**src/rtl/mem_arbiter.sv**
```systemverilog
// Shares one single-port memory between instruction fetch and data ports.
// Data wins arbitration unless fetch has lost STARVE_MAX times in a row.
module mem_arbiter #(
    parameter int LATENCY    = 1,
    parameter int STARVE_MAX = 4,
    parameter int AW         = 32,
    parameter int DW         = 32
) (
    input  logic          clock,
    input  logic          reset,
    input  logic          i_req,
    input  logic [AW-1:0] i_addr,
    output logic [DW-1:0] i_rdata,
    output logic          i_ready,
    input  logic          d_ren,
    input  logic          d_wen,
    input  logic [AW-1:0] d_addr,
    input  logic [DW-1:0] d_wdata,
    output logic [DW-1:0] d_rdata,
    output logic          d_ready,
    output logic          m_ren,
    output logic          m_wen,
    output logic [AW-1:0] m_addr,
    output logic [DW-1:0] m_wdata,
    input  logic [DW-1:0] m_rdata,
    output logic          busy
);

    localparam int CW = $clog2(LATENCY + 1);
    localparam int SW = $clog2(STARVE_MAX + 1);
    localparam logic [CW-1:0] LAT_C  = CW'(LATENCY);
    localparam logic [SW-1:0] SMAX_C = SW'(STARVE_MAX);

    typedef enum logic [1:0] {
        ST_IDLE,
        ST_ACCESS,
        ST_RESP
    } state_t;

    state_t          r_state;
    state_t          w_state_next;
    logic            r_owner_d;
    logic [AW-1:0]   r_addr;
    logic            r_we;
    logic [DW-1:0]   r_wdata;
    logic [CW-1:0]   r_cnt;
    logic [SW-1:0]   r_starve;
    logic [DW-1:0]   r_i_rdata;
    logic [DW-1:0]   r_d_rdata;

    logic w_d_req;
    logic w_grant_i;
    logic w_grant_d;
    logic w_last;

    assign w_d_req   = d_ren | d_wen;
    assign w_grant_i = i_req && (!w_d_req || (r_starve == SMAX_C));
    assign w_grant_d = w_d_req && !w_grant_i;
    assign w_last    = (r_cnt == CW'(1));

    assign i_rdata = r_i_rdata;
    assign d_rdata = r_d_rdata;

    always_ff @(posedge clock or negedge reset) begin
        if (!reset) begin
            r_state <= ST_IDLE;
        end else begin
            r_state <= w_state_next;
        end
    end

    // Memory strobes and ready pulses are pure functions of state, so reset clears them at once.
    always_comb begin
        w_state_next = r_state;
        m_ren        = 1'b0;
        m_wen        = 1'b0;
        m_addr       = '0;
        m_wdata      = '0;
        i_ready      = 1'b0;
        d_ready      = 1'b0;
        busy         = 1'b0;
        case (r_state)
            ST_IDLE: begin
                if (w_grant_i || w_grant_d) begin
                    w_state_next = ST_ACCESS;
                end
            end
            ST_ACCESS: begin
                busy    = 1'b1;
                m_ren   = !r_we;
                m_wen   = r_we;
                m_addr  = r_addr;
                m_wdata = r_wdata;
                if (w_last) begin
                    w_state_next = ST_RESP;
                end
            end
            ST_RESP: begin
                busy         = 1'b1;
                i_ready      = !r_owner_d;
                d_ready      = r_owner_d;
                w_state_next = ST_IDLE;
            end
            default: begin
                w_state_next = ST_IDLE;
            end
        endcase
    end

    always_ff @(posedge clock or negedge reset) begin
        if (!reset) begin
            r_owner_d <= 1'b0;
            r_addr    <= '0;
            r_we      <= 1'b0;
            r_wdata   <= '0;
            r_cnt     <= '0;
            r_starve  <= '0;
            r_i_rdata <= '0;
            r_d_rdata <= '0;
        end else begin
            if (r_state == ST_IDLE && (w_grant_i || w_grant_d)) begin
                r_owner_d <= w_grant_d;
                r_addr    <= w_grant_d ? d_addr : i_addr;
                r_we      <= w_grant_d && d_wen;
                r_wdata   <= (w_grant_d && d_wen) ? d_wdata : '0;
                r_cnt     <= LAT_C;
                if (w_grant_i) begin
                    r_starve <= '0;
                end else if (i_req && (r_starve != SMAX_C)) begin
                    r_starve <= r_starve + 1'b1;
                end
            end
            if (r_state == ST_ACCESS) begin
                r_cnt <= r_cnt - CW'(1);
                // Read data is captured on the edge that closes the final access cycle.
                if (w_last && !r_we) begin
                    if (r_owner_d) begin
                        r_d_rdata <= m_rdata;
                    end else begin
                        r_i_rdata <= m_rdata;
                    end
                end
            end
        end
    end

endmodule

```
**config.mk**
```make
export PLATFORM = sky130hd
export DESIGN_NAME = mem_arbiter
export DESIGN_NICKNAME = d
export VERILOG_FILES = /design/src/rtl/mem_arbiter.sv
export SDC_FILE = /design/constraint.sdc
export NUM_CORES = 1
export LEC_CHECK = 0
export ABC_AREA = 0
export CAP_MARGIN = 10
export CELL_PAD_IN_SITES_DETAIL_PLACEMENT = 2
export CELL_PAD_IN_SITES_GLOBAL_PLACEMENT = 2
export CORE_MARGIN = 5
export CORE_UTILIZATION = 23
export DETAILED_ROUTE_END_ITERATION = 10
export GPL_ROUTABILITY_DRIVEN = 0
export PLACE_DENSITY = 0.81
export SLEW_MARGIN = 20
export SYNTH_ARGS = -nofsm -noshare
export SYNTH_HDL_FRONTEND = slang
export SYNTH_SLANG_ARGS = --single-unit
```
**constraint.sdc**
```tcl
create_clock -name clock -period 1.9 [get_ports clock]
set_input_delay 0.57 -clock clock [delete_from_list [all_inputs] [get_ports clock]]
set_output_delay 0.57 -clock clock [all_outputs]
set_load 0.01 [all_outputs]
```
==> impl_metrics.csv <==
group,metric,value,unit
status,status,"finished, violations left",
status,violations,"negative setup slack",
clock_network,tritoncts,"built",
clock_network,htreeDepth,4,
grt,first_global_vias,5982,
die,fp.dieW,171.3,um
logic_synthesis,syn-num-nets,652,
grt,grt_pass1_wl,36890,um
logic_synthesis,ys.flop_type,"dfrtp_1",
cells_and_area,final_area,10240,um^2
sta,rsz0062_at_grt,"true",
setup_path,rrSetupSlack,-0.26,ns
sta,finalCritPeriodShare,115.0,%
logic_synthesis,synth_top_area_cell,"dfrtp_1",
clock_network,cts.sinks,136,
setup_path,worst_ep_arrival_time,1.61,ns
sta,setup_viol,126,
setup_path,path_class,"reg2out",
logic_synthesis,synth_compound_area_share,14.60,%
cells_and_area,regArea,3405,um^2
cells_and_area,synthToLayoutAreaGrowth,71.17,%
min_path,hp-class,"in2async",
grt,grt_max_degree,43,
placed_design,dpl_cell_area,9288,um^2
sta,final_hold_viol_count,0,
clock_network,cts_hold_buffers,0,
setup_path,r2r-start,"r_state[1]",
cells_and_area,nets,950,
route,routed_wl,26060,um
logic_synthesis,ys_seq_area_share,56.90,%
logic_synthesis,ys_warn_count,0,
sta,tightest_slew,0.4625,ns
sta,min_period,2.185,ns
setup_path,path_cells,"ha_4, buf_8, clkbuf_16, and2_4, buf_6",
logic_synthesis,synthXorXnorAreaFrac,0,%
run,drv_cap,0,
sta,max-slew-margin-rel,69.17,%
grt,antenna_found_initial,1,
clock_network,cts_inserted_buffers,17,
logic_synthesis,synth_area,5981,um^2
route,routed_via_density,4.653,
clock_network,clock_path_buffers,2,
setup_path,critPathLaunchType,"flop",
cells_and_area,multi_input_area,2511,um^2
sta,report.final.slew_viol_count,0,
route,drt-initial-drc-count,233,
die,die_h,171.3,um
sta,fin_skew,0.009075,ns
placed_design,port_buffers,265,
placed_design,post-place-ws,-0.3095,ns
pwr,peakVddDrop,560.2,uV
setup_path,max_stage_delay,0.43,ns
cells_and_area,antennaDiodeCount,0,
logic_synthesis,synth_edf_count,0,
sta,fmax,0.4577,GHz
logic_synthesis,syn_avg_cell_area,11.68,um^2
die,ioPinCount,266,
clock_network,cts.clk_slew.worst_paths,0.07,ns
die,rows,59,
logic_synthesis,synth_cells,512,
cells_and_area,final_layout_size_suffix_gt1_share,32.85,%
logic_synthesis,synthTopCellsByCount,"dfrtp_1, and2_1, mux2_2",
die,initial_core_util,23.15,%
logic_synthesis,synth_top_cell_area_share,56.90,%
logic_synthesis,synth_most_common_cell,"dfrtp_1",
route,ant_nets,0,
setup_path,crit_buf_inv,3,
placed_design,dp_hpwl,17540,um
pwr,leakagePower,0.004632,uW
sta,setup_ws,-0.2848,ns
setup_path,critPathRequiredTime,1.33,ns
logic_synthesis,synth-simple-area-share,10.90,%
setup_path,reg2regPathDepth,10,
logic_synthesis,synth_mux_area_share,12.43,%
logic_synthesis,synth-seq-cells,136,
route,wl_per_cell,22.53,um
clock_network,cts_root_buffer,"clkbuf_16",
route,drcViolationCount,0,
route,first_pass_iters,4,
setup_path,cp_slowest_cell,"dfrtp_2",
logic_synthesis,yosysUniqueCellTypes,31,
setup_path,critPathMaxFanout,7,
logic_synthesis,synthArstFlopShare,100.0,%
route,vias,5384,
setup_path,cp_top_family,"flip-flops",
die,dieArea,29330,um^2
logic_synthesis,synth_top_family_by_area,"compound AO/OA/AOI/OAI gates",
pwr,p_per_area,1670,nW/um^2
cells_and_area,n_fill_cell,2683,
logic_synthesis,synth_area_leaders,"dfrtp_1, mux2_2, and2_1, a22o_1, a31oi_1",
grt,grt.total_usage,16.34,%
clock_network,clkLatencyLatePin,0.41,ns
setup_path,r2r_end,"i_rdata[30]",
grt,grt.overflow.total,0,
logic_synthesis,synth_adder_area_share,1.464,%
setup_path,crit_path_end_kind,"output pin",
die,core_area,25840,um^2
[layer usage]
metal / up-vias / share of wire [%] / track usage (%)
met5: - / 0.042 / 0
met4: 2 / 1.2 / 3.617
met3: 17 / 7.0 / 4.826
met2: 196 / 50 / 27.57
met1: 2757 / 42 / 20.84
li1: 2412 / - / -
[through the flow]
stage,hold WS (ns),instances,total power [uW],TNS [ns],utilization [%]
floorplan,0.2744,512,8594,0,-
global placement,0.4811,1106,12810,-23.07,35.95
CTS,0.08850,1148,16690,-26.78,38.13
finish,0.09428,1157,17100,-27.17,39.62
global route,0.09577,1157,18200,-35.97,39.62
detailed placement,0.4859,1106,13220,-29.16,35.95
[layout make-up]
| type | count | share of cell area, % |
|---|---|---|
| Inverter | 6 | 0.2444 |
| Tap cell | 335 | 4.094 |
| Clock buffer | 17 | 4.155 |
| Multi-Input combinational cell | 329 | 24.53 |
| Sequential cell | 136 | 33.26 |
| Clock inverter | 14 | 1.613 |
| Timing Repair Buffer | 320 | 32.11 |
[cells by family (layout without fill, tap and decap cells)]
group                    count (synthesis)  count (layout)
buffers and inverters                   47             357
AND/OR/NAND/NOR                        118             118
AO/OA/AOI/OAI                          138             138
multiplexers                            66              66
adder cells (fa/ha/maj)                  7               7
flip-flops                             136             136
[placed cells by master, fill, tap and decap left out, types with 2 or more instances in the layout]
master and n:
dfrtp_1 135, clkdlybuf4s50_1 132, mux2_2 65, dlygate4sd2_1 51, buf_6 44, and2_4 36
o21ai_0 34, a21oi_1 34, nor2_1 33, a22o_1 32, a31oi_1 32, buf_2 31
and2_1 30, buf_4 26, clkbuf_16 23, buf_12 13, dlymetal6s2s_1 12, nand2_1 6
inv_6 6, inv_1 4, ha_1 4, clkinvlp_4 4, ha_4 3, buf_16 3
and3_1 2, a21o_1 2, bufinv_16 2, inv_8 2, buf_8 2
[timing repair]
item / 4_1_cts / 5_1_grt
endpoints found under the setup margin: 152 / 211
resized for setup: 386 / 60
pin swaps: 4 / 13
buffers inserted: 9 / 3
cloned: 3 / 7
[flip-flops by register name, summed over array words and instances, names as in the netlist]
| name | flops |
|---|---|
| r_wdata | 32 |
| r_cnt | 1 |
| r_state | 2 |
| r_addr | 32 |
| r_starve | 3 |
| r_owner_d | 1 |
| i_rdata | 32 |
| d_rdata | 32 |
| r_we | 1 |
[report_power, final]
part	switching, uW	leakage, uW	internal, uW
registers	898	0.00163	4300
logic	3870	0.00273	4620
clock network	1440	0.000278	1970
[how the worst max path moves through the flow]
| stage | startpoint | cells after the start | slack (ns) | end |
|---|---|---|---|---|
| 2_1_floorplan | r_state[1] | 6 | 0.02 | m_addr[13] |
| 3_3_place_gp | r_state[1] | 5 | -0.28 | m_wdata[8] |
| 3_5_place_dp | r_state[1] | 5 | -0.31 | m_wdata[8] |
| 4_1_cts | r_state[1] | 6 | -0.36 | m_addr[30] |
| 5_1_grt | r_state[1] | 6 | -0.35 | m_addr[24] |
| 6_report | r_state[0] | 5 | -0.28 | m_wdata[13] |
Note: power is estimated with default switching activity, not from simulation.
